## src/rtl/cnn_seq_controller.sv

```systemverilog
// cnn_seq_controller
//   Top-level sequencer for the 1-D CNN ECG classifier. Launches the conv/pool
//   stages, gathers the final pooled feature map into a local buffer, streams
//   it to the FC engine, then runs a sequential signed argmax over the class
//   scores and presents the winning class ID and its one-hot segment code.
//
// Ports
//   clk_i, rst_i    clock, synchronous active-high reset
//   main_start_i    inference request (accepted only in IDLE)
//   stage_done_i    last conv/pool stage finished
//   maxflag_i       ch_data_i valid this cycle
//   ch_data_i       NUM_CH feature words, ch0 in LSBs
//   start_o         one-cycle launch pulse per stage
//   fc_en_o         fc_data_o valid
//   fc_first_o      first FC beat marker
//   fc_data_o       FC_LANES buffer words, lowest index in LSBs
//   fc_done_i       fc_score_i valid
//   fc_score_i      NUM_CLASSES signed scores, class0 in LSBs
//   busy_o          high in every state except IDLE
//   class_valid_o   one-cycle result pulse
//   class_id_o      winning class
//   seg_o           one-hot of class_id_o, held until next result
//   err_timeout_o   sticky, COLLECT/WAIT_FC ran too long
//   err_count_o     sticky, wrong number of maxflag beats
//
// state    | meaning
// IDLE     | waiting for main_start
// COLLECT  | stages running, storing maxflag beats into the buffer
// FEED     | streaming the buffer to the FC engine, one beat per cycle
// WAIT_FC  | waiting for fc_done
// CLASSIFY | argmax, one class per cycle
// DONE     | result pulse
module cnn_seq_controller #(
  parameter int NUM_CH      = 16,
  parameter int DATA_W      = 8,
  parameter int NUM_WRITES  = 4,
  parameter int FC_LANES    = 4,
  parameter int NUM_STAGES  = 4,
  parameter int NUM_CLASSES = 5,
  parameter int SCORE_W     = 16,
  parameter int TIMEOUT     = 1048575
) (
  input  logic                            clk_i,
  input  logic                            rst_i,
  input  logic                            main_start_i,
  input  logic                            stage_done_i,
  input  logic                            maxflag_i,
  input  logic [NUM_CH*DATA_W-1:0]        ch_data_i,
  output logic [NUM_STAGES-1:0]           start_o,
  output logic                            fc_en_o,
  output logic                            fc_first_o,
  output logic [FC_LANES*DATA_W-1:0]      fc_data_o,
  input  logic                            fc_done_i,
  input  logic [NUM_CLASSES*SCORE_W-1:0]  fc_score_i,
  output logic                            busy_o,
  output logic                            class_valid_o,
  output logic [2:0]                      class_id_o,
  output logic [7:0]                      seg_o,
  output logic                            err_timeout_o,
  output logic                            err_count_o
);

  localparam int BUF_DEPTH = NUM_CH * NUM_WRITES;
  localparam int BUF_AW    = (BUF_DEPTH > 1) ? $clog2(BUF_DEPTH) : 1;
  localparam int FC_BEATS  = BUF_DEPTH / FC_LANES;
  localparam int BEAT_W    = $clog2(FC_BEATS + 1);
  localparam int WCNT_W    = $clog2(NUM_WRITES + 1);
  localparam int TIMER_W   = $clog2(TIMEOUT + 1);

  typedef enum logic [2:0] {
    IDLE, COLLECT, FEED, WAIT_FC, CLASSIFY, DONE
  } state_t;

  state_t                           state_q, state_d;
  logic [WCNT_W-1:0]                wcnt_q, wcnt_d;
  logic [TIMER_W-1:0]               timer_q, timer_d;
  logic [BEAT_W-1:0]                beat_q, beat_d;
  logic [2:0]                       cls_q, cls_d;
  logic [NUM_CLASSES*SCORE_W-1:0]   scores_q, scores_d;
  logic signed [SCORE_W-1:0]        best_score_q, best_score_d;
  logic [2:0]                       best_id_q, best_id_d;
  logic [NUM_STAGES-1:0]            start_q, start_d;
  logic                             fc_en_q, fc_en_d;
  logic                             fc_first_q, fc_first_d;
  logic [FC_LANES*DATA_W-1:0]       fc_data_q, fc_data_d;
  logic                             busy_q, busy_d;
  logic                             class_valid_q, class_valid_d;
  logic [2:0]                       class_id_q, class_id_d;
  logic [7:0]                       seg_q, seg_d;
  logic                             err_timeout_q, err_timeout_d;
  logic                             err_count_q, err_count_d;

  logic [DATA_W-1:0]                buf_q [BUF_DEPTH];
  logic                             wr_en;
  logic                             overflow;
  logic [BEAT_W-1:0]                rd_beat;
  logic [FC_LANES*DATA_W-1:0]       rd_data;
  logic signed [SCORE_W-1:0]        cur_score;

  assign wr_en    = (state_q == COLLECT) && maxflag_i && (wcnt_q < WCNT_W'(NUM_WRITES));
  assign overflow = (state_q == COLLECT) && maxflag_i && (wcnt_q == WCNT_W'(NUM_WRITES));
  // Beat 0 is fetched on the COLLECT->FEED edge, everything else from beat_q.
  assign rd_beat  = (state_q == COLLECT) ? '0 : beat_q;
  assign cur_score = scores_q[int'(cls_q)*SCORE_W +: SCORE_W];

  // Read mux with write-through: a beat stored in the same cycle as
  // stage_done must already be visible in the first FC beat.
  always_comb begin
    rd_data = '0;
    for (int k = 0; k < FC_LANES; k++) begin
      rd_data[k*DATA_W +: DATA_W] = buf_q[BUF_AW'(int'(rd_beat)*FC_LANES + k)];
      if (wr_en && (((int'(rd_beat)*FC_LANES + k) / NUM_CH) == int'(wcnt_q)))
        rd_data[k*DATA_W +: DATA_W] =
          ch_data_i[((int'(rd_beat)*FC_LANES + k) % NUM_CH)*DATA_W +: DATA_W];
    end
  end

  always_comb begin
    state_d       = state_q;
    wcnt_d        = wcnt_q;
    timer_d       = timer_q;
    beat_d        = beat_q;
    cls_d         = cls_q;
    scores_d      = scores_q;
    best_score_d  = best_score_q;
    best_id_d     = best_id_q;
    start_d       = '0;
    fc_en_d       = 1'b0;
    fc_first_d    = 1'b0;
    fc_data_d     = fc_data_q;
    class_valid_d = 1'b0;
    class_id_d    = class_id_q;
    seg_d         = seg_q;
    err_timeout_d = err_timeout_q;
    err_count_d   = err_count_q;

    case (state_q)
      IDLE: begin
        if (main_start_i) begin
          state_d       = COLLECT;
          start_d       = '1;
          err_timeout_d = 1'b0;
          err_count_d   = 1'b0;
          wcnt_d        = '0;
          timer_d       = TIMER_W'(TIMEOUT - 1);
        end
      end
      COLLECT: begin
        if (wr_en) wcnt_d = wcnt_q + WCNT_W'(1);
        if (overflow) err_count_d = 1'b1;
        if (stage_done_i) begin
          if (wcnt_d == WCNT_W'(NUM_WRITES) && !overflow && !err_count_q) begin
            state_d    = FEED;
            fc_en_d    = 1'b1;
            fc_first_d = 1'b1;
            fc_data_d  = rd_data;
            beat_d     = BEAT_W'(1);
          end else begin
            err_count_d = 1'b1;
            state_d     = IDLE;
          end
        end else if (timer_q == '0) begin
          err_timeout_d = 1'b1;
          state_d       = IDLE;
        end else begin
          timer_d = timer_q - TIMER_W'(1);
        end
      end
      FEED: begin
        if (beat_q < BEAT_W'(FC_BEATS)) begin
          fc_en_d   = 1'b1;
          fc_data_d = rd_data;
          beat_d    = beat_q + BEAT_W'(1);
        end else begin
          state_d = WAIT_FC;
          timer_d = TIMER_W'(TIMEOUT - 1);
        end
      end
      WAIT_FC: begin
        if (fc_done_i) begin
          scores_d = fc_score_i;
          cls_d    = '0;
          state_d  = CLASSIFY;
        end else if (timer_q == '0) begin
          err_timeout_d = 1'b1;
          state_d       = IDLE;
        end else begin
          timer_d = timer_q - TIMER_W'(1);
        end
      end
      CLASSIFY: begin
        // Strictly greater: ties keep the lower class index.
        if (cls_q == '0 || cur_score > best_score_q) begin
          best_score_d = cur_score;
          best_id_d    = cls_q;
        end
        if (cls_q == 3'(NUM_CLASSES - 1)) begin
          state_d       = DONE;
          class_valid_d = 1'b1;
          class_id_d    = best_id_d;
          seg_d         = 8'(1) << best_id_d;
        end else begin
          cls_d = cls_q + 3'(1);
        end
      end
      DONE: state_d = IDLE;
      default: state_d = IDLE;
    endcase

    busy_d = (state_d != IDLE);
  end

  always_ff @(posedge clk_i) begin
    if (rst_i) begin
      state_q       <= IDLE;
      wcnt_q        <= '0;
      timer_q       <= '0;
      beat_q        <= '0;
      cls_q         <= '0;
      scores_q      <= '0;
      best_score_q  <= '0;
      best_id_q     <= '0;
      start_q       <= '0;
      fc_en_q       <= 1'b0;
      fc_first_q    <= 1'b0;
      fc_data_q     <= '0;
      busy_q        <= 1'b0;
      class_valid_q <= 1'b0;
      class_id_q    <= '0;
      seg_q         <= '0;
      err_timeout_q <= 1'b0;
      err_count_q   <= 1'b0;
    end else begin
      state_q       <= state_d;
      wcnt_q        <= wcnt_d;
      timer_q       <= timer_d;
      beat_q        <= beat_d;
      cls_q         <= cls_d;
      scores_q      <= scores_d;
      best_score_q  <= best_score_d;
      best_id_q     <= best_id_d;
      start_q       <= start_d;
      fc_en_q       <= fc_en_d;
      fc_first_q    <= fc_first_d;
      fc_data_q     <= fc_data_d;
      busy_q        <= busy_d;
      class_valid_q <= class_valid_d;
      class_id_q    <= class_id_d;
      seg_q         <= seg_d;
      err_timeout_q <= err_timeout_d;
      err_count_q   <= err_count_d;
    end
  end

  // Feature buffer is deliberately not reset.
  always_ff @(posedge clk_i) begin
    if (!rst_i && wr_en) begin
      for (int k = 0; k < NUM_CH; k++)
        buf_q[BUF_AW'(int'(wcnt_q)*NUM_CH + k)] <= ch_data_i[k*DATA_W +: DATA_W];
    end
  end

  assign start_o       = start_q;
  assign fc_en_o       = fc_en_q;
  assign fc_first_o    = fc_first_q;
  assign fc_data_o     = fc_data_q;
  assign busy_o        = busy_q;
  assign class_valid_o = class_valid_q;
  assign class_id_o    = class_id_q;
  assign seg_o         = seg_q;
  assign err_timeout_o = err_timeout_q;
  assign err_count_o   = err_count_q;

endmodule

```

## config.mk

```make
export PLATFORM = sky130hd
export DESIGN_NAME = cnn_seq_controller
export DESIGN_NICKNAME = d
export VERILOG_FILES = /design/src/rtl/cnn_seq_controller.sv
export SDC_FILE = /design/constraint.sdc
export NUM_CORES = 1
export LEC_CHECK = 0
export ABC_AREA = 1
export BUFFER_PORTS_ARGS = -buffer_cell sky130_fd_sc_hd__buf_2
export CAP_MARGIN = 20
export CORE_ASPECT_RATIO = 0.6
export CORE_MARGIN = 2
export CORE_UTILIZATION = 40
export DETAILED_ROUTE_END_ITERATION = 7
export GPL_ROUTABILITY_DRIVEN = 0
export SLEW_MARGIN = 5
export SYNTH_ARGS = -nofsm -noshare
export SYNTH_HDL_FRONTEND = slang
export SYNTH_SLANG_ARGS = --single-unit
```

## constraint.sdc

```tcl
create_clock -name clk_i -period 6.2 [get_ports clk_i]
set_input_delay 0.31 -clock clk_i [delete_from_list [all_inputs] [get_ports clk_i]]
set_output_delay 0.31 -clock clk_i [all_outputs]
set_load 0.02 [all_outputs]
```

==> impl_metrics.json <==
{
  "synthDominantAreaCellType": "edfxtp_1",
  "drcViolationCount": 0,
  "hold_path_end": "scores_q[11]",
  "r2r_setup_slack_ps": 1340,
  "ios": 267,
  "ys_top_cells_by_count": "edfxtp_1 (512), nand2_1 (319), a21oi_1 (207), nand3_1 (192), dfxtp_1 (183)",
  "finalSetupViolCount": 0,
  "drtAntennaViolNets": 0,
  "multiInputGateArea_um2": 7730,
  "avgRoutedWirePerCell_um": 20.1,
  "status": "completed",
  "r2r_cells": 20,
  "critPathKind": "flip-flop to flip-flop",
  "power_density_nw_per_um2": 276,
  "dp.final_hpwl_mm": 45.6,
  "die_y_um": 210,
  "synth_area_leaders": "edfxtp_1 (54%), dfxtp_1 (13%), nand2_1 (4.2%)",
  "areaGrowthSynthToFinish_pct": 21.8,
  "max_stage_delay_ps": 690,
  "grt_pass1_wl_mm": 118,
  "drive_gt1_share_pct": 16.8,
  "leakage_nw": 12.1,
  "syn-num-nets": 2675,
  "grt_overflow": 0,
  "final_hold_viol_count": 0,
  "clkTransAtPathRegs_ps": 60,
  "peakVddDrop_mv": 0.199,
  "drv_slew": 0,
  "path_common_cell": "nand2_1",
  "ys_seq_elements": 695,
  "cts.sinks": 695,
  "dp_cells": 3481,
  "period_needed_ps": 4860,
  "timing.final.crit_share_pct": 78.4,
  "hold_path.class": "input pin to flip-flop",
  "postCtsSetupRepairBufs": 0,
  "regArea_um2": 19000,
  "critPathSlowestCell": "nand2_1",
  "core-area_um2": 69800,
  "crit_path_end_kind": "flip-flop",
  "synth_area_um2": 28200,
  "holdPathStages": 3,
  "yosysWarnings": 0,
  "relSlewSlack_pct": 29.0,
  "io_buffer_count": 266,
  "fp.dieW_um": 347,
  "grt_pass1_vias": 20326,
  "r2r-start": "cls_q[0]",
  "synth_ff_type": "edfxtp_1",
  "viasPerCell": 5.40,
  "maxCapViolCount": 0,
  "hold_ws_ps": 34.3,
  "core.rowCount": 75,
  "die-area_um2": 72700,
  "min-delay-start": "fc_score_i[11]",
  "fin_total_pwr_mw": 9.50,
  "worst_pin_slew_ps": 1060,
  "grt_max_degree": 142,
  "fillers": 6189,
  "worstPathArrival_ps": 5330,
  "dr.pass1.iters": 5,
  "ctsResizeCount": 0,
  "fmax_mhz": 206,
  "synth.distinct_cells": 44,
  "clockBufferDepth": 3,
  "syn_area_per_cell_um2": 11.6,
  "ys_seq_area_share_pct": 67.5,
  "initial_core_util_pct": 40.4,
  "synthArstFlopShare_pct": 0,
  "nNetsFinal": 3058,
  "clock_skew_ps": 30.5,
  "path_cells": "buf_4, clkinv_1, o21ai_0, nand2_1, nand2_1, o21ai_0, ha_1, nand2_1, nor2_1, nand2_1, nand2_1, nand2_1, nand2_1, nand2_1, nand3_1, nand2_1, nand2_1, inv_1, o21ai_0, a21oi_1",
  "rsz0062_at_grt": "no",
  "cp.required_ps": 6670,
  "synth_most_common_cell": "edfxtp_1",
  "synthesis.instances": 2437,
  "critPathLaunchType": "flip-flop",
  "instances_no_fill": 3802,
  "crit_fanout": 47,
  "drt_iter0_drc": 1978,
  "r2r-end": "best_id_q[0]",
  "fin_util_pct": 49.2,
  "htree_num_levels": 3,
  "drt_wl_total_mm": 76.6,
  "cts_buffers": 67,
  "synth_top_area_share_pct": 54.5,
  "grt_use_total_pct": 20.8,
  "clock-root-buffer": "clkbuf_16",
  "synth_edf_count": 512,
  "cts_tree": "yes",
  "antenna_found_initial": 12,
  "clk_latency_ps": 620,
  "num_vias": 20515
}
[cells in the final DEF, fill, tap and decap left out, types with 3 or more instances in the layout]
cell type,netlist,layout
a211oi_1,4,4
a21oi_1,207,207
a31oi_1,6,6
and3_1,3,3
buf_12,0,3
buf_2,66,265
buf_4,8,23
clkbuf_1,73,14
clkbuf_16,0,71
clkbuf_8,0,10
clkinv_1,5,13
clkinv_2,1,7
dfxtp_1,183,182
diode_2,0,6
dlygate4sd3_1,0,193
edfxtp_1,512,512
ha_1,24,24
inv_1,181,180
inv_2,5,7
nand2_1,319,315
nand2_2,2,3
nand2_4,2,4
nand3_1,192,192
nand4_1,10,10
nor2_1,56,52
nor2_4,0,4
nor3_1,9,9
o211ai_1,131,131
o21ai_0,180,180
o21ai_1,12,12
o221ai_1,128,128
or2_2,67,67
xor2_1,10,10
[worst max-delay path: cells and delay by family (launching register included)]
kind / cells / cell delay, ps
flip-flops: 1 / 300
AO/OA/AOI/OAI: 4 / 870
AND/OR/NAND/NOR: 12 / 1940
buffers and inverters: 3 / 1280
adder cells (fa/ha/maj): 1 / 330
[power breakdown]
part,internal [mW],switching [mW],total [mW]
logic,0.177,0.214,0.391
clock network,2.31,1.76,4.08
registers,5.02,0.0180,5.04
total,7.51,1.99,9.50
[per-layer routing]
layer | routed length, µm | vias up | GRT usage [%]
met5 | 64 | - | 0
met4 | 1460 | 10 | 5.07
met3 | 5210 | 118 | 4.19
met2 | 35100 | 669 | 33.0
met1 | 34800 | 10037 | 29.4
li1 | - | 9681 | -
[worst max-delay path by stage]
stage	from	endpoint	slack, ps	cells past startpoint
2_1_floorplan	state_q[0]	buf_q[0][0]	-650	4
3_3_place_gp	cls_q[0]	best_id_q[1]	1700	20
3_5_place_dp	cls_q[0]	best_id_q[0]	1490	20
4_1_cts	cls_q[0]	best_id_q[0]	1470	20
5_1_grt	cls_q[0]	best_id_q[1]	840	20
6_report	cls_q[0]	best_id_q[0]	1340	20
[flip-flops by register name (all words and copies together), names as in the netlist, 5 cells and up]
signal	flops
timer_q	20
best_score_q	16
buf_q	512
beat_q	5
scores_q	80
seg_o	8
fc_data_o	32
[area by class of cell]
type,count,share of cell area [%]
Antenna cell,6,0.0437
Inverter,192,2.11
Clock buffer,96,5.74
Sequential cell,695,55.4
Multi-Input combinational cell,1379,22.5
Tap cell,924,3.36
Timing Repair Buffer,485,10.2
Clock inverter,25,0.641
[metrics by stage]
| stage | setup TNS, ps | setup WS, ps | instance area, µm² |
|---|---|---|---|
| 2_1_floorplan | -332120 | -649 | 28200 |
| 3_3_place_gp | 0 | 1700 | 30200 |
| 3_5_place_dp | 0 | 1490 | 30200 |
| 4_1_cts | 0 | 1470 | 34300 |
| 5_1_grt | 0 | 838 | 34400 |
| 6_report | 0 | 1340 | 34400 |
[cell families after synthesis]
group | after synthesis | share of synthesized area [%]
flip-flops | 695 | 67.5
AO/OA/AOI/OAI | 674 | 15.0
AND/OR/NAND/NOR | 671 | 10.8
buffers and inverters | 363 | 5.35
adder cells (fa/ha/maj) | 24 | 1.06
XOR/XNOR | 10 | 0.310
[repair_timing]
action | 4_1_cts | 5_1_grt
endpoints found under the setup margin | 0 | 0
hold endpoints to repair | 577 | 0
hold buffers | 193 | 0
No activity file was read; power rests on OpenSTA's default activity.
